<file path="src/rtl/pulse_width_meter.sv">
// pulse_width_meter: measures high/low segment widths of din in clk cycles and queues {level, width} records.
// Define PW_GLITCH_FILTER_EN to require the synchronized level to persist 2 cycles before it is accepted.
module pulse_width_meter #(
    parameter int CNT_W      = 16,
    parameter int FIFO_DEPTH = 8
) (
    input  logic                          clk,
    input  logic                          rst_n,
    input  logic                          din,
    input  logic                          enable,
    output logic                          out_valid,
    input  logic                          out_ready,
    output logic                          out_level,
    output logic [CNT_W-1:0]              out_width,
    output logic [$clog2(FIFO_DEPTH):0]   fifo_count,
    output logic                          overflow,
    input  logic                          clr_ovf
);
    localparam int AW = $clog2(FIFO_DEPTH);
`ifdef PW_GLITCH_FILTER_EN
    localparam int WARM = 4;
`else
    localparam int WARM = 3;
`endif

    typedef enum logic [1:0] {IDLE, ARMING, MEASURE} state_t;

    state_t            state, state_nxt;
    logic              s1, s2, lvl, lvl_d, edge_det;
    logic [WARM-1:0]   warm;
    logic [CNT_W-1:0]  cnt;
    logic              push_r;
    logic [CNT_W:0]    rec_r;
    logic [CNT_W:0]    mem [FIFO_DEPTH];
    logic [AW-1:0]     wr_ptr, rd_ptr;
    logic              full, pop, wr;

    always_ff @(posedge clk or negedge rst_n) begin
        if (!rst_n) begin
            s1    <= 1'b0;
            s2    <= 1'b0;
            lvl_d <= 1'b0;
            warm  <= '0;
        end else begin
            s1    <= din;
            s2    <= s1;
            lvl_d <= lvl;
            warm  <= {warm[WARM-2:0], 1'b1};
        end
    end

`ifdef PW_GLITCH_FILTER_EN
    logic s3, filt;
    always_ff @(posedge clk or negedge rst_n) begin
        if (!rst_n) begin
            s3   <= 1'b0;
            filt <= 1'b0;
        end else begin
            s3   <= s2;
            filt <= lvl;
        end
    end
    assign lvl = (s2 == s3) ? s2 : filt;
`else
    assign lvl = s2;
`endif

    // Edges are ignored until the pipeline has refilled after reset, so reset release is never an edge.
    assign edge_det = warm[WARM-1] && (lvl != lvl_d);

    always_ff @(posedge clk or negedge rst_n) begin
        if (!rst_n) state <= IDLE;
        else        state <= state_nxt;
    end

    always_comb begin
        state_nxt = state;
        state_nxt = !enable ? IDLE :
                    (state == IDLE) ? ARMING :
                    (state == ARMING && edge_det) ? MEASURE : state;
    end

    always_ff @(posedge clk or negedge rst_n) begin
        if (!rst_n) begin
            cnt    <= '0;
            push_r <= 1'b0;
            rec_r  <= '0;
        end else begin
            cnt    <= (state == IDLE) ? '0 : edge_det ? CNT_W'(1) : (&cnt) ? cnt : cnt + 1'b1;
            push_r <= enable && (state == MEASURE) && edge_det;
            rec_r  <= {lvl_d, cnt};
        end
    end

    assign full      = fifo_count == (AW+1)'(FIFO_DEPTH);
    assign out_valid = fifo_count != '0;
    assign pop       = out_valid && out_ready;
    assign wr        = push_r && (!full || pop);

    always_ff @(posedge clk or negedge rst_n) begin
        if (!rst_n) begin
            wr_ptr     <= '0;
            rd_ptr     <= '0;
            fifo_count <= '0;
            overflow   <= 1'b0;
        end else begin
            if (wr)  wr_ptr <= wr_ptr + 1'b1;
            if (pop) rd_ptr <= rd_ptr + 1'b1;
            fifo_count <= fifo_count + (AW+1)'(wr) - (AW+1)'(pop);
            overflow   <= (push_r && full && !pop) ? 1'b1 : clr_ovf ? 1'b0 : overflow;
        end
    end

    always_ff @(posedge clk) begin
        if (wr) mem[wr_ptr] <= rec_r;
    end

    assign {out_level, out_width} = out_valid ? mem[rd_ptr] : '0;
endmodule

</file>
<file path="config.mk">
export PLATFORM = sky130hd
export DESIGN_NAME = pulse_width_meter
export DESIGN_NICKNAME = d
export VERILOG_FILES = /design/src/rtl/pulse_width_meter.sv
export SDC_FILE = /design/constraint.sdc
export NUM_CORES = 1
export LEC_CHECK = 0
export CAP_MARGIN = 20
export CORE_MARGIN = 4
export CORE_UTILIZATION = 55
export CTS_BUF_LIST = sky130_fd_sc_hd__clkbuf_8
export CTS_CLUSTER_DIAMETER = 100
export DETAILED_ROUTE_END_ITERATION = 10
export PLACE_DENSITY = 0.79
export SYNTH_ARGS = -nofsm -noshare
export SYNTH_HDL_FRONTEND = slang
export SYNTH_SLANG_ARGS = --single-unit
export TNS_END_PERCENT = 5
</file>
<file path="constraint.sdc">
create_clock -name clk -period 2.8 [get_ports clk]
set_input_delay 0.56 -clock clk [delete_from_list [all_inputs] [get_ports clk]]
set_output_delay 0.56 -clock clk [all_outputs]
set_load 0.1 [all_outputs]
</file>
Word level (Yosys, flattened, before mapping) --
Memory sizes are Yosys's and may differ from the RTL's. Cells that the tools add are included. Widths: inputs -> output; s select.
Storage, ports and cells: word-level logic and storage cells 50, memory bits (writable) 136, memories kept 1, register bits after elaboration 53, output and inout port bits 23
Operators by class: add/subtract/negate cells 5, reductions and logical operators 15, muxes and demuxes 11, equal/unequal tests 6
Memory list:
- mem | depth 8, bits a word 17, read ports 1, clocked after Yosys merged registers in 0, write ports 1, RTL line 34 | logic [CNT_W:0] mem [FIFO_DEPTH];
Operator list (number):
- $mux 16 | 3
- $mux 17 | 1
- $add 16x1->16 const B | 1
- $reduce_and 16->1 | 1
- $logic_and 1x1->1 | 8
- $add 3x1->3 const B | 2
- $mux 2 | 3
- $add 4x1->4 | 1
- $eq 4x4->1 const B | 1
- $mux 1 | 4
- $reduce_bool 4->1 | 1
- $sub 4x1->4 | 1
- $ne 3x1->1 const B | 1
- $ne 3x3->1 const B | 1
- $eq 2x1->1 const B | 1
- $eq 2x2->1 const B | 1
- $logic_not 1->1 | 2
- $logic_not 2->1 | 1
- $reduce_bool 2->1 | 1
- $logic_or 1x1->1 | 1
- $ne 1x1->1 | 1

Depth between registers and ports, before layout --
word-level depth 6, gate-level depth with buffers 12, mapped depth without buffers 11

Least setup slack after synthesis --
OpenSTA, ideal clock, no wires.
path kind flip-flop to output port, from register fifo_count[2], to output out_width[10], required time 2.240 ns, arrival 3.127 ns, buffers on the path 2, stages on the path, launching flop included 7, slack -0.887 ns, cell sequence dfrtp_1 -> inv_1 -> ha_1 -> and2_1 -> clkbuf_1 -> clkbuf_1 -> nor2_1
On the way: cells in the longest elaborated chain, start to end 2
RTL lines:
- start: declaration | RTL line 15 | output logic [$clog2(FIFO_DEPTH):0] fifo_count,
- start signal: assignment | RTL line 109 | fifo_count <= fifo_count + (AW+1)'(wr) - (AW+1)'(pop);
- $reduce_bool 4->1 | RTL line 96 | assign out_valid = fifo_count != '0;
- $mux 17 | RTL line 118 | assign {out_level, out_width} = out_valid ? mem[rd_ptr] : '0;
- end: declaration | RTL line 14 | output logic [CNT_W-1:0] out_width,
Every way passes these cells.

Worst setup path after layout --
from register rd_ptr[0], to output out_width[6]
On the way: cells in the longest elaborated chain, start to end 2
RTL lines:
- start: declaration | RTL line 35 | logic [AW-1:0] wr_ptr, rd_ptr;
- start signal: assignment | RTL line 108 | if (pop) rd_ptr <= rd_ptr + 1'b1;
- $mem_v2 8x17
- $mux 17 | RTL line 118
Every way passes these cells.

==> impl_metrics.csv <==
group,metric,value,unit
drt,ant_nets,0,
drt,vias_per_cell,5.908,
job,max_cap_violations,0,
clocking,path_clk_slew,0.08,ns
yosys,synth_largest_area_cell,"edfxtp_1",
worst_setup_path,r2r_slack,0.63,ns
timing,clock_skew,0.008394,ns
drt,number_of_vias_in_the_routed_layout,3805,
clocking,post-cts-setup-buffer-count,0,
timing,finalWorstPathRequiredPeriod,2.674,ns
clocking,clock_path_buffers,2,
global_routing,first_global_vias,3869,
timing,timing.final.max_slew_violations,0,
yosys,synth_enable_flop_cells,136,
timing,maxSlewHeadroom,40.01,%
yosys,synth_top_family_by_area,"multiplexers",
worst_setup_path,sort_of_element_at_the_start_of_the_critical_path,"register",
timing,worst-slew-pin-transition,0.8929,ns
yosys,synthesis.area_per_instance,18.02,sq um
worst_setup_path,timing.rr.start,"fifo_count[2]$_DFF_PN0_",
global_routing,grt_overflow,0,
yosys,synth.mux.area_fraction,13.07,%
global_routing,antenna_found_initial,0,
floorplanning,die-area,0.01525,sq mm
finish,areaGrowthSynthToFinish,17.49,%
worst_setup_path,type_of_the_worst_setup_path,"register to output pin",
yosys,synthTopCellsByCount,"edfxtp_1, dfrtp_1, mux4_2",
clocking,cts_root_buf,"clkbuf_8",
yosys,post_synth_simple_gate_area,6.124,%
pwr,vdd_drop_max,838.7,uV
placed_design,hpwl,8137,um
yosys,synth_seq_cells,189,
floorplanning,placementRows,41,
worst_setup_path,worst_r2r_path_depth,9,
clocking,worstSkewPairLatency,0.44,ns
clocking,tritoncts_clock_tree,"done",
timing,report.final.hold_viol_count,0,
placed_design,number_of_cells_after_detailed_placement,611,
yosys,yosys.area_share.xor_xnor,0.8359,%
floorplanning,die_x,123.5,um
clocking,clock_sinks,189,
yosys,ys_warn_count,0,
finish,final_layout_size_suffix_gt1_share,28.60,%
placed_design,place_congestion,0.8534,
finish,n_antenna_cell,0,
yosys,synthCells,407,
floorplanning,start_util,57.19,%
floorplanning,fp.dieH,123.5,um
clocking,tritoncts.num_buffers,17,
worst_setup_path,critical_path.max_fanout,18,
worst_setup_path,reg_to_reg_end,"fifo_count[2]$_DFF_PN0_",
drt,wirelength,12800,um
yosys,area_fraction_of_the_dominant_cell_type_after_synthesis,55.68,%
placed_design,io_buffers,28,
finish,final_stage_net_count,474,
timing,setup_viol,0,
worst_setup_path,timing.critical_path.to_type,"output pin",
placed_design,placedInstanceArea,0.008153,sq mm
finish,post_layout_nonfiller_instances,644,
yosys,synth.yosys.seq_area_share,73.76,%
drt,iteration_count_of_the_initial_detailed_routing_pass,5,
drt,detail_route.iter0.violations,306,
floorplanning,core-area,0.01282,sq mm
yosys,synth_compound_gate_area_share,3.207,%
global_routing,maximum_number_of_pins_on_one_net_before_global_route_repair,37,
yosys,synth.lib_cells_used.distinct,42,
timing,max_freq,0.3740,GHz
clocking,cts_max_level,4,
drt,route.detailed.wl_per_inst,19.88,um
global_routing,wire_length_of_the_first_global_routing_pass,20380,um
floorplanning,boundaryPins,29,
yosys,synth_flop_cell,"edfxtp_1",
worst_hold_path,holdCritPathClass,"input port to asynchronous set/reset pin",
yosys,netlist_area,0.007335,sq mm
drt,remaining_drc_errors,0,
timing,totalNegativeSetupSlack,0,ns
pwr,p_leak,3.107,nW
yosys,yosys-top-cells-area,"edfxtp_1, dfrtp_1, mux4_2",
timing,finalCritPeriodShare,95.48,%
finish,postLayoutCellArea,0.008617,sq mm
yosys,ys_async_sr_fraction,28.04,%
yosys,synthesis.nets,422,
yosys,synth_adder_area_share,1.638,%
global_routing,gr-usage-all-layers,18.35,%
yosys,synthMostInstantiatedCell,"edfxtp_1",
worst_setup_path,cp_data_arrival_time,2.11,ns
outcome,outcome,"complete, no violations",
pwr,p_per_area,1124,mW/mm^2
worst_setup_path,worstPathRequired,2.24,ns
-- per-stage QoR --
stage / power [mW] / util (%) / hold WS, ns / worst slack (ns)
detailed placement: 7.860 / 63.57 / 0.3389 / 0.3847
floorplan: 6.439 / - / 0.2644 / -0.2877
CTS: 9.712 / 66.94 / 0.1454 / 0.04273
finish: 9.682 / 67.19 / 0.1585 / 0.1265
global placement: 7.819 / 63.57 / 0.3347 / 0.4571
global route: 10.10 / 67.19 / 0.1737 / -0.005045
-- worst max-delay path by stage --
stage | start | slack [ns] | endpoint
2_1_floorplan | fifo_count[2]$_DFF_PN0_ | -0.29 | out_width[10]
3_3_place_gp | out_ready | 0.46 | mem[0][8]$_DFFE_PP_
3_5_place_dp | out_ready | 0.38 | mem[3][14]$_DFFE_PP_
4_1_cts | rd_ptr[0]$_DFFE_PN0N_ | 0.04 | out_width[1]
5_1_grt | rd_ptr[0]$_DFFE_PN0N_ | -0.005 | out_width[1]
6_report | rd_ptr[0]$_DFFE_PN0N_ | 0.13 | out_width[6]
-- power by group --
part	total, mW	switching, mW	internal [mW]
logic	4.58	2.84	1.74
registers	3.23	0.125	3.11
clock network	1.87	0.843	1.03
total	9.68	3.81	5.87
-- flip-flops by register name (all words and copies together), names as in the netlist --
signal,cells
s1,1
rec_r,17
push_r,1
cnt,16
state,2
lvl,1
wr_ptr,3
lvl_d,1
rd_ptr,3
warm,3
mem,136
fifo_count,4
overflow,1
-- cell families (layout without fill, tap and decap cells) --
kind of cell	count (synthesis)	after routing
muxes	53	53
adders and majority gates	9	9
other	1	1
xor gates and xnor gates	7	7
DFF	189	189
buffers and inverters	24	89
AOI/OAI and AO/OA	35	35
and+or+nand+nor	89	89
-- worst max-delay path, cell delays in order (launching register included) --
cell	delay [ns]
dfrtp_2	0.46
buf_16	0.21
mux4_2	0.55
mux2i_1	0.19
nor2_2	0.07
buf_12	0.18
-- timing repair --
| item | CTS | global route |
|---|---|---|
| resized for setup | 0 | 1 |
| endpoints found under the setup margin | 0 | 10 |
| hold buffers | 0 | 0 |
-- placed cells by master, fill, tap and decap left out, types with 4 or more instances in the layout --
master,count
nand4_1,6
dfrtp_2,5
nor2_1,14
mux2i_1,17
nor2_2,17
xor2_1,4
nand2b_1,5
nand2_1,12
nor3_1,7
nand3_1,9
dfrtp_1,48
bufinv_16,4
o21ai_0,5
buf_12,19
mux4_2,34
clkdlybuf4s50_1,4
inv_1,16
clkbuf_8,20
ha_1,8
edfxtp_1,136
buf_4,20
a21oi_1,10
-- layer usage --
metal	global-route usage, %	wire [um]	vias to the layer above
met1	25.01	5568	1984
li1	-	-	1706
met5	0	0	-
met2	29.60	6479	103
met4	6.228	130	0
met3	4.300	623	12
-- final cells by class --
type,count,area [sq um]
multi-input combinational,194,1881
inverter,11,45.04
clock buffer,20,275.3
sequential,189,5416
fill,844,4208
timing repair buffer,46,628.1
tap,172,215.2
clock inverter,12,156.4
(Power assumes the default switching activity.)
